<file path="src/rtl/weight_load_ctrl.sv">
// Weight tile loader between the per-column weight FIFOs and the systolic MMU.
// Tracks FIFO occupancy from push/pop strobes and pops columns with diagonal skew.
//
// state   | meaning
// --------+-------------------------------------------------------------
// S_IDLE  | waiting for start; start ignored in the cycle done is high
// S_WAIT  | start accepted, some column holds fewer than N weights
// S_LOAD  | phase t = 0..2N-2, column c pops while c <= t < c+N
// S_DRAIN | last column's final weight on the outputs; done follows
module weight_load_ctrl #(
  parameter int N          = 2,
  parameter int DATA_W     = 8,
  parameter int FIFO_DEPTH = 4,
  parameter int ROW_W      = (N > 1) ? $clog2(N) : 1
) (
  input  logic                clk,
  input  logic                rst_n,
  input  logic                start,
  input  logic [N-1:0]        fifo_push,
  output logic [N-1:0]        fifo_pop,
  input  logic [N*DATA_W-1:0] fifo_data,
  output logic [N*DATA_W-1:0] weight_out,
  output logic [N-1:0]        weight_valid,
  output logic [N*ROW_W-1:0]  weight_row,
  output logic                busy,
  output logic                done,
  output logic                err_overflow
);

  localparam int OCC_W = $clog2(FIFO_DEPTH + 1);
  localparam int T_W   = $clog2(2 * N);
  localparam logic [T_W-1:0]   T_LAST   = T_W'(2 * N - 2);
  localparam logic [OCC_W-1:0] OCC_FULL = OCC_W'(FIFO_DEPTH);
  localparam logic [OCC_W-1:0] OCC_TILE = OCC_W'(N);

  typedef enum logic [1:0] {S_IDLE, S_WAIT, S_LOAD, S_DRAIN} state_t;

  state_t           state;
  logic [T_W-1:0]   t;
  logic [OCC_W-1:0] occ [N];
  logic             all_full;

  always_comb begin
    all_full = 1'b1;
    for (int c = 0; c < N; c++)
      if (occ[c] < OCC_TILE) all_full = 1'b0;
  end

  // Diagonal skew: column c pops for N consecutive phases starting at t = c.
  always_comb begin
    fifo_pop = '0;
    for (int c = 0; c < N; c++)
      if (state == S_LOAD && int'(t) >= c && int'(t) < c + N) fifo_pop[c] = 1'b1;
  end

  always_ff @(posedge clk or negedge rst_n) begin
    if (!rst_n) begin
      err_overflow <= 1'b0;
      for (int c = 0; c < N; c++) occ[c] <= '0;
    end else begin
      for (int c = 0; c < N; c++) begin
        case ({fifo_push[c], fifo_pop[c]})
          2'b10: begin
            if (occ[c] == OCC_FULL) err_overflow <= 1'b1;
            else                    occ[c] <= occ[c] + 1'b1;
          end
          2'b01:   occ[c] <= occ[c] - 1'b1;
          default: occ[c] <= occ[c];
        endcase
      end
    end
  end

  always_ff @(posedge clk or negedge rst_n) begin
    if (!rst_n) begin
      state <= S_IDLE;
      t     <= '0;
      busy  <= 1'b0;
      done  <= 1'b0;
    end else begin
      done <= 1'b0;
      case (state)
        S_IDLE: begin
          if (start && !done) begin
            busy  <= 1'b1;
            t     <= '0;
            state <= all_full ? S_LOAD : S_WAIT;
          end
        end
        S_WAIT: begin
          if (all_full) state <= S_LOAD;
        end
        S_LOAD: begin
          if (t == T_LAST) state <= S_DRAIN;
          else             t <= t + 1'b1;
        end
        S_DRAIN: begin
          state <= S_IDLE;
          t     <= '0;
          busy  <= 1'b0;
          done  <= 1'b1;
        end
        default: state <= S_IDLE;
      endcase
    end
  end

  // The k-th pop of column c happens at t = c + k and targets row N-1-k.
  always_ff @(posedge clk or negedge rst_n) begin
    if (!rst_n) begin
      weight_valid <= '0;
      weight_row   <= '0;
    end else begin
      weight_valid <= fifo_pop;
      for (int c = 0; c < N; c++)
        weight_row[c*ROW_W +: ROW_W] <= fifo_pop[c] ? ROW_W'(N - 1 - (int'(t) - c)) : '0;
    end
  end

  // FIFO data arrives the cycle after the pop, aligned with weight_valid.
  always_comb begin
    weight_out = '0;
    for (int c = 0; c < N; c++)
      weight_out[c*DATA_W +: DATA_W] = weight_valid[c] ? fifo_data[c*DATA_W +: DATA_W] : '0;
  end

endmodule

</file>
<file path="config.mk">
export PLATFORM = sky130hd
export DESIGN_NAME = weight_load_ctrl
export DESIGN_NICKNAME = d
export VERILOG_FILES = /design/src/rtl/weight_load_ctrl.sv
export SDC_FILE = /design/constraint.sdc
export NUM_CORES = 1
export LEC_CHECK = 0
export CORE_MARGIN = 10
export CORE_UTILIZATION = 40
export CTS_CLUSTER_DIAMETER = 40
export DETAILED_ROUTE_END_ITERATION = 6
export PLACE_DENSITY = 0.75
export SYNTH_ARGS = -nofsm -noshare
export SYNTH_HDL_FRONTEND = slang
export SYNTH_SLANG_ARGS = --single-unit
</file>
<file path="constraint.sdc">
create_clock -name clk -period 2.8 [get_ports clk]
set_input_delay 0.28 -clock clk [delete_from_list [all_inputs] [get_ports clk]]
set_output_delay 0.28 -clock clk [all_outputs]
set_load 0.1 [all_outputs]
</file>
==> metrics.md, run 1 <==
| Metric | Value |
|---|---|
| WP data arrival | `2540 ps` |
| Cell count after synthesis | `122` |
| I/O pin count | `46` |
| Initial antenna violation count | `0` |
| Post-synthesis cell type count | `36` |
| HPWL Detailed | `2.44 mm` |
| Seq/Total Area, Yosys | `36.8%` |
| Mapped Nets | `155` |
| Nets | `204` |
| GRT Overall Usage | `10.9%` |
| Vias in the first global route | `1049` |
| Die Height | `73.8 um` |
| Number of setup violations in the final report | `0` |
| Die width | `73.8 um` |
| Crit Path Max Fanout | `5` |
| Final slew viol count | `0` |
| Antenna diode count | `0` |
| PostCTS Resize Cnt | `0` |
| Ratio of cells with drive above 1 in the final layout | `21.8%` |
| H-tree levels | `1` |
| CTS sink count | `17` |
| Minimum clock period | `2370 ps` |
| Synthesized area | `0.00116 mm^2` |
| Tightest Pin Transition | `769 ps` |
| Final Hold Viols | `0` |
| Status | `finished clean` |
| Avg Cell Area, Syn | `9.49 um^2` |
| Std-Cell Rows | `19` |
| GRT met1 Usage | `11.3%` |
| Full die area | `0.00544 mm^2` |
| Antenna viol nets, final | `0` |
| Synth warn | `0` |
| Fillers | `249` |
| Final Cycle Share | `84.6%` |
| Yosys top cell by area | `dfrtp_1` |
| Commonest cells after routing, fill and taps aside | `25 x buf_4, 20 x clkdlybuf4s50_1, 17 x and2_1, 17 x dfrtp_1, 14 x inv_1` |
| # Max-Cap Violations | `0` |
| Via Count | `1015` |
| FF+latch count, synth | `17` |
| Hold Buf Count CTS | `0` |
| Overflow after GRT | `0` |
| Longest Clk Path Bufs | `2` |
| Post-layout util | `58.3%` |
| Worst endpoint required time | `2970 ps` |
| TNS Setup | `0 ps` |
| TritonCTS clock tree | `built` |
| Final RePlAce weighted congestion | `0.844` |
| CTS clk-pin slew, worst paths | `100 ps` |
| Largest net degree at the start of global routing | `18` |
| Worst skew pair latency | `280 ps` |
| Top-area cell type share of the netlist area | `36.8%` |
| PortBufs | `45` |
| Final WL | `2.86 mm` |
| Vias/cell | `5.05` |
| Drt first pass iters | `4` |
| Slew headroom | `48.6%` |
| Met2 usage | `20.3%` |
| Commonest non-fill, non-tap cell in the layout | `buf_4` |
| Synth area leaders | `dfrtp_1 37%, ha_1 11%, and2_1 9.2%` |
| Core region area | `0.00276 mm^2` |
| RSZ-0062 raised after global routing | `no` |
| First-pass GRT wire length | `4.82 mm` |
| Crit path capture type | `flop` |
| Critical Path Source Type | `flop` |
| Synthesis-to-layout area growth | `38.8%` |
| Setup Fix Bufs, Post-CTS | `0` |
| Avg WL per Cell | `14.2 um` |
| Num CTS Buffers | `3` |
| Max Freq | `0.422 GHz` |
| Drt drc | `0` |
| GRT busiest layer | `met2` |
| Cells after DPL | `197` |
| Clk root buf | `clkbuf_4` |
| Worst Clk Skew | `5.92 ps` |
| Starting DRT DRC Count | `35` |
| HP Class | `in -> async` |
| Met3 Track Usage GR | `3.50%` |
| Worst Setup Path Type | `reg -> reg` |
| Initial Util | `42.0%` |
| Final non-filler cell total | `201` |
[worst max-delay path, cell delays in order, from the launching register on]
cell and delay, ps:
dfrtp_1 440, inv_1 160, ha_1 250, or3b_4 450
nor2_4 150, inv_1 70, fa_1 430, a221oi_2 260
a21oi_1 60
[cells in the mapped netlist, drive strengths merged]
library cell	count
ha	10
nor3	1
o22a	1
nand2	7
nand2b	4
a211oi	1
o32ai	1
clkinv	1
o211ai	1
and2	17
or3b	2
nand3b	2
nand3	4
inv	14
xnor2	1
a221oi	3
buf	1
o22ai	4
dfrtp	17
a22o	1
o31a	1
mux2i	2
a31o	1
or4	1
o21a	1
fa	2
nor2b	3
a21oi	5
o21ai	5
nor2	8
[flip-flops by register name (all words and copies together), names as in the netlist]
signal,cells
occ,6
state,2
t,2
weight_row,2
weight_valid,2
busy,1
done,1
err_overflow,1
[cells by family after synthesis]
group,after synthesis,synth area share [%]
compound gates,25,15.0
xor+xnor,1,0.757
fa+ha+maj,12,14.3
buf+inv,16,5.40
flops,17,36.8
mux,2,1.73
simple gates,49,26.1
[layer usage]
metal	part of all wire [%]	up-vias
met5	0	-
met4	0.28	0
met3	8.5	2
met2	50	29
met1	41	476
li1	-	508
[final cells by class]
class | count | area [um^2] | share of cell area (%)
Tap cell | 31 | 38.8 | 2.41
Multi-Input combinational cell | 89 | 669 | 41.7
Inverter | 15 | 57.6 | 3.58
Clock inverter | 1 | 5.00 | 0.312
Timing Repair Buffer | 45 | 388 | 24.1
Sequential cell | 17 | 425 | 26.5
Clock buffer | 3 | 22.5 | 1.40
[worst paths after layout]
| path | start | endpoint | slack [ps] | cells past startpoint |
|---|---|---|---|---|
| max | state[0]$_DFFE_PN0P_ | occ[2]$_DFFE_PN0P_ | 430 | 8 |
| min | rst_n | weight_row[1]$_DFF_PN0_ | 440 | 1 |
| max reg2reg | state[0]$_DFFE_PN0P_ | occ[2]$_DFFE_PN0P_ | 430 | 8 |
| min reg2reg | t[0]$_DFFE_PN0P_ | weight_row[0]$_DFF_PN0_ | 490 | 1 |
| max in group asynchronous | rst_n | occ[5]$_DFFE_PN0P_ | 1880 | 1 |
| min in group clk | t[0]$_DFFE_PN0P_ | weight_row[0]$_DFF_PN0_ | 490 | 1 |
[metrics by stage]
| stage | hold slack [ps] | cell area (um^2) | worst slack (ps) |
|---|---|---|---|
| global route | 501 | 1610 | 220 |
| finish | 438 | 1610 | 430 |
| floorplan | -15.6 | 1160 | 51.8 |
| global placement | 475 | 1580 | 526 |
| detailed placement | 464 | 1580 | 425 |
| CTS | 465 | 1610 | 425 |
Power of run 1 is not shown: default switching activity piles up to over one toggle a cycle in this logic, so the estimate is an artifact.
==> run 2: changes to the inputs <==
CORE_UTILIZATION = 39   (was 40)
PLACE_DENSITY = 0.76   (was 0.75)
clock period = 2.05 ns   (was 2.8 ns; I/O delays follow)
==> run 2 against run 1 <==
  * Global-route usage grew 1.3 points
  * Sequential cell count is the same
  * Clock skew grew 3.2 ps
  * Worst hold slack lost 210 ps
  * Count of clock-buffer cells in the layout grew 1
  * Core utilization grew 11 points
  * Wire length grew 15%
  * Die area grew 1.9%
  * Design area grew 21%
  * Critical endpoint unchanged
==> metrics.md, run 2 (synthesized netlist as in run 1, its figures left out) <==
| Metric | Value |
|---|---|
| Status | `finished clean` |
| Fillers | `221` |
| Longest Clk Path Bufs | `2` |
| WP data arrival | `2120 ps` |
| CTS clk-pin slew, worst paths | `100 ps` |
| Crit Path Max Fanout | `4` |
| Avg WL per Cell | `15.4 um` |
| Max Freq | `0.515 GHz` |
| Minimum clock period | `1940 ps` |
| Clk root buf | `clkbuf_4` |
| I/O pin count | `46` |
| Worst endpoint required time | `2220 ps` |
| Setup Fix Bufs, Post-CTS | `0` |
| Worst VDD drop | `0.000866 V` |
| Slowest stage delay, CP | `400 ps` |
| Cell with the most instances on the worst path | `inv_2` |
| Std-Cell Rows | `19` |
| Placement Setup Slack | `5.16 ps` |
| Die Height | `74.5 um` |
| Critical Path Source Type | `flop` |
| Ratio of cells with drive above 1 in the final layout | `31.3%` |
| Tightest Pin Transition | `384 ps` |
| Final Hold Viols | `0` |
| Initial antenna violation count | `0` |
| Starting DRT DRC Count | `29` |
| CP delay by family, top | `adder cells` |
| Via Count | `1094` |
| Crit-path cells | `inv_2 -> ha_1 -> or3b_4 -> nor2_4 -> inv_2 -> fa_2 -> a221oi_2 -> a21oi_1` |
| Core region area | `0.00281 mm^2` |
| Overflow after GRT | `0` |
| Final Cycle Share | `94.8%` |
| Largest net degree at the start of global routing | `18` |
| Drt drc | `0` |
| Initial Util | `41.3%` |
| Met1 WL | `1.36 mm` |
| Slew headroom | `74.4%` |
| Full die area | `0.00555 mm^2` |
| Cell Pwr Density | `1690 mW/mm^2` |
| Antenna diode count | `0` |
| Number of setup violations in the final report | `0` |
| Top Metal Used | `met4` |
| Commonest non-fill, non-tap cell in the layout | `clkdlybuf4s50_1` |
| Vias/cell | `5.14` |
| PortBufs | `45` |
| Commonest cells after routing, fill and taps aside | `20 x clkdlybuf4s50_1, 19 x buf_4, 18 x buf_12, 17 x and2_1, 17 x dfrtp_1` |
| First-pass GRT wire length | `5.37 mm` |
| TNS Setup | `0 ps` |
| H-tree levels | `1` |
| Post-layout util | `69.6%` |
| Vias in the first global route | `1200` |
| RSZ-0062 raised after global routing | `no` |
| Final slew viol count | `0` |
| Reg with most FFs | `occ` |
| Worst Setup Path Type | `reg -> reg` |
| Final WL | `3.28 mm` |
| HPWL Detailed | `2.80 mm` |
| Final RePlAce weighted congestion | `0.840` |
| Drt first pass iters | `4` |
| Slowest-stage cell, CP | `dfrtp_1` |
| HP Class | `in -> async` |
| Hold Buf Count CTS | `0` |
| Max FFs per register | `6` |
| Worst Clk Skew | `9.08 ps` |
| TritonCTS clock tree | `built` |
| Wire length on met3 | `344 um` |
| Crit path capture type | `flop` |
| GRT Overall Usage | `12.2%` |
| Met2 WL | `1.53 mm` |
| Antenna viol nets, final | `0` |
| CTS sink count | `17` |
| Final WS setup | `107 ps` |
| Synthesis-to-layout area growth | `68.6%` |
| Lkg Pwr | `0.890 nW` |
| # Max-Cap Violations | `0` |
| Num CTS Buffers | `3` |
| Number of buffers and inverters on the critical path | `2` |
| Worst skew pair latency | `290 ps` |
| Die width | `74.5 um` |
| Nets | `216` |
-- run 2: cell types whose count changed in the layout (fill, tap and decap cells not counted), moves of 3 or more --
cell | previous run | this run
buf_12 | 0 | 18
buf_4 | 25 | 19
inv_1 | 14 | 10
inv_2 | 0 | 3
-- run 2: routing by layer --
metal | global-route usage (%) | vias up
met4 | 6.51 | 0
met1 | 13.5 | 502
met3 | 3.06 | 4
li1 | - | 535
met2 | 20.9 | 53
met5 | 0 | -
-- run 2: timing repair --
action	4_1_cts	5_1_grt
resized for setup	1	4
endpoints found under the setup margin	1	2
pin swaps	0	2
-- run 2: worst register-to-register path, cell delays in order, from the launching register on --
cell      delay [ps]
dfrtp_1          400
inv_2             60
ha_1             150
or3b_4           390
nor2_4           100
inv_2             40
fa_2             370
a221oi_2         250
a21oi_1           60
-- run 2: final cells by class --
| type | count | area (um^2) | area share [%] |
|---|---|---|---|
| Multi-Input combinational cell | 89 | 697 | 35.7 |
| Sequential cell | 17 | 425 | 21.8 |
| Tap cell | 31 | 38.8 | 1.99 |
| Timing Repair Buffer | 57 | 703 | 36.0 |
| Inverter | 15 | 61.3 | 3.14 |
| Clock buffer | 4 | 26.3 | 1.35 |
-- run 2: path summary, 6_finish.rpt --
check                                           to  cells past startpoint  slack [ps]                 start
max                             occ[2]$_DFFE_PN0P_                      8         110  state[0]$_DFFE_PN0P_
min                           state[1]$_DFFE_PN0P_                      2         230                 rst_n
max reg2reg                     occ[2]$_DFFE_PN0P_                      8         110  state[0]$_DFFE_PN0P_
min reg2reg                weight_row[0]$_DFF_PN0_                      1         500      t[0]$_DFFE_PN0P_
max in group asynchronous       occ[1]$_DFFE_PN0P_                      2        1620                 rst_n
min in group clk           weight_row[0]$_DFF_PN0_                      1         500      t[0]$_DFFE_PN0P_
-- run 2: power by group --
part / leakage [nW] / switching (mW) / internal [mW] / total, mW
combinational: 0.668 / 1.57 / 0.940 / 2.51
sequential: 0.208 / 0.137 / 0.479 / 0.615
clock: 0.0150 / 0.105 / 0.0756 / 0.181
total: 0.890 / 1.81 / 1.49 / 3.31
-- run 2: per-stage QoR --
step	hold slack, ps	power (mW)	instance area [um^2]	std cells
floorplan	-90.6	2.32	1190	122
global placement	448	3.03	1920	209
detailed placement	471	3.12	1920	209
CTS	228	3.32	1950	213
global route	230	3.53	1950	213
finish	228	3.31	1950	213
No activity file was read; power rests on OpenSTA's default activity.
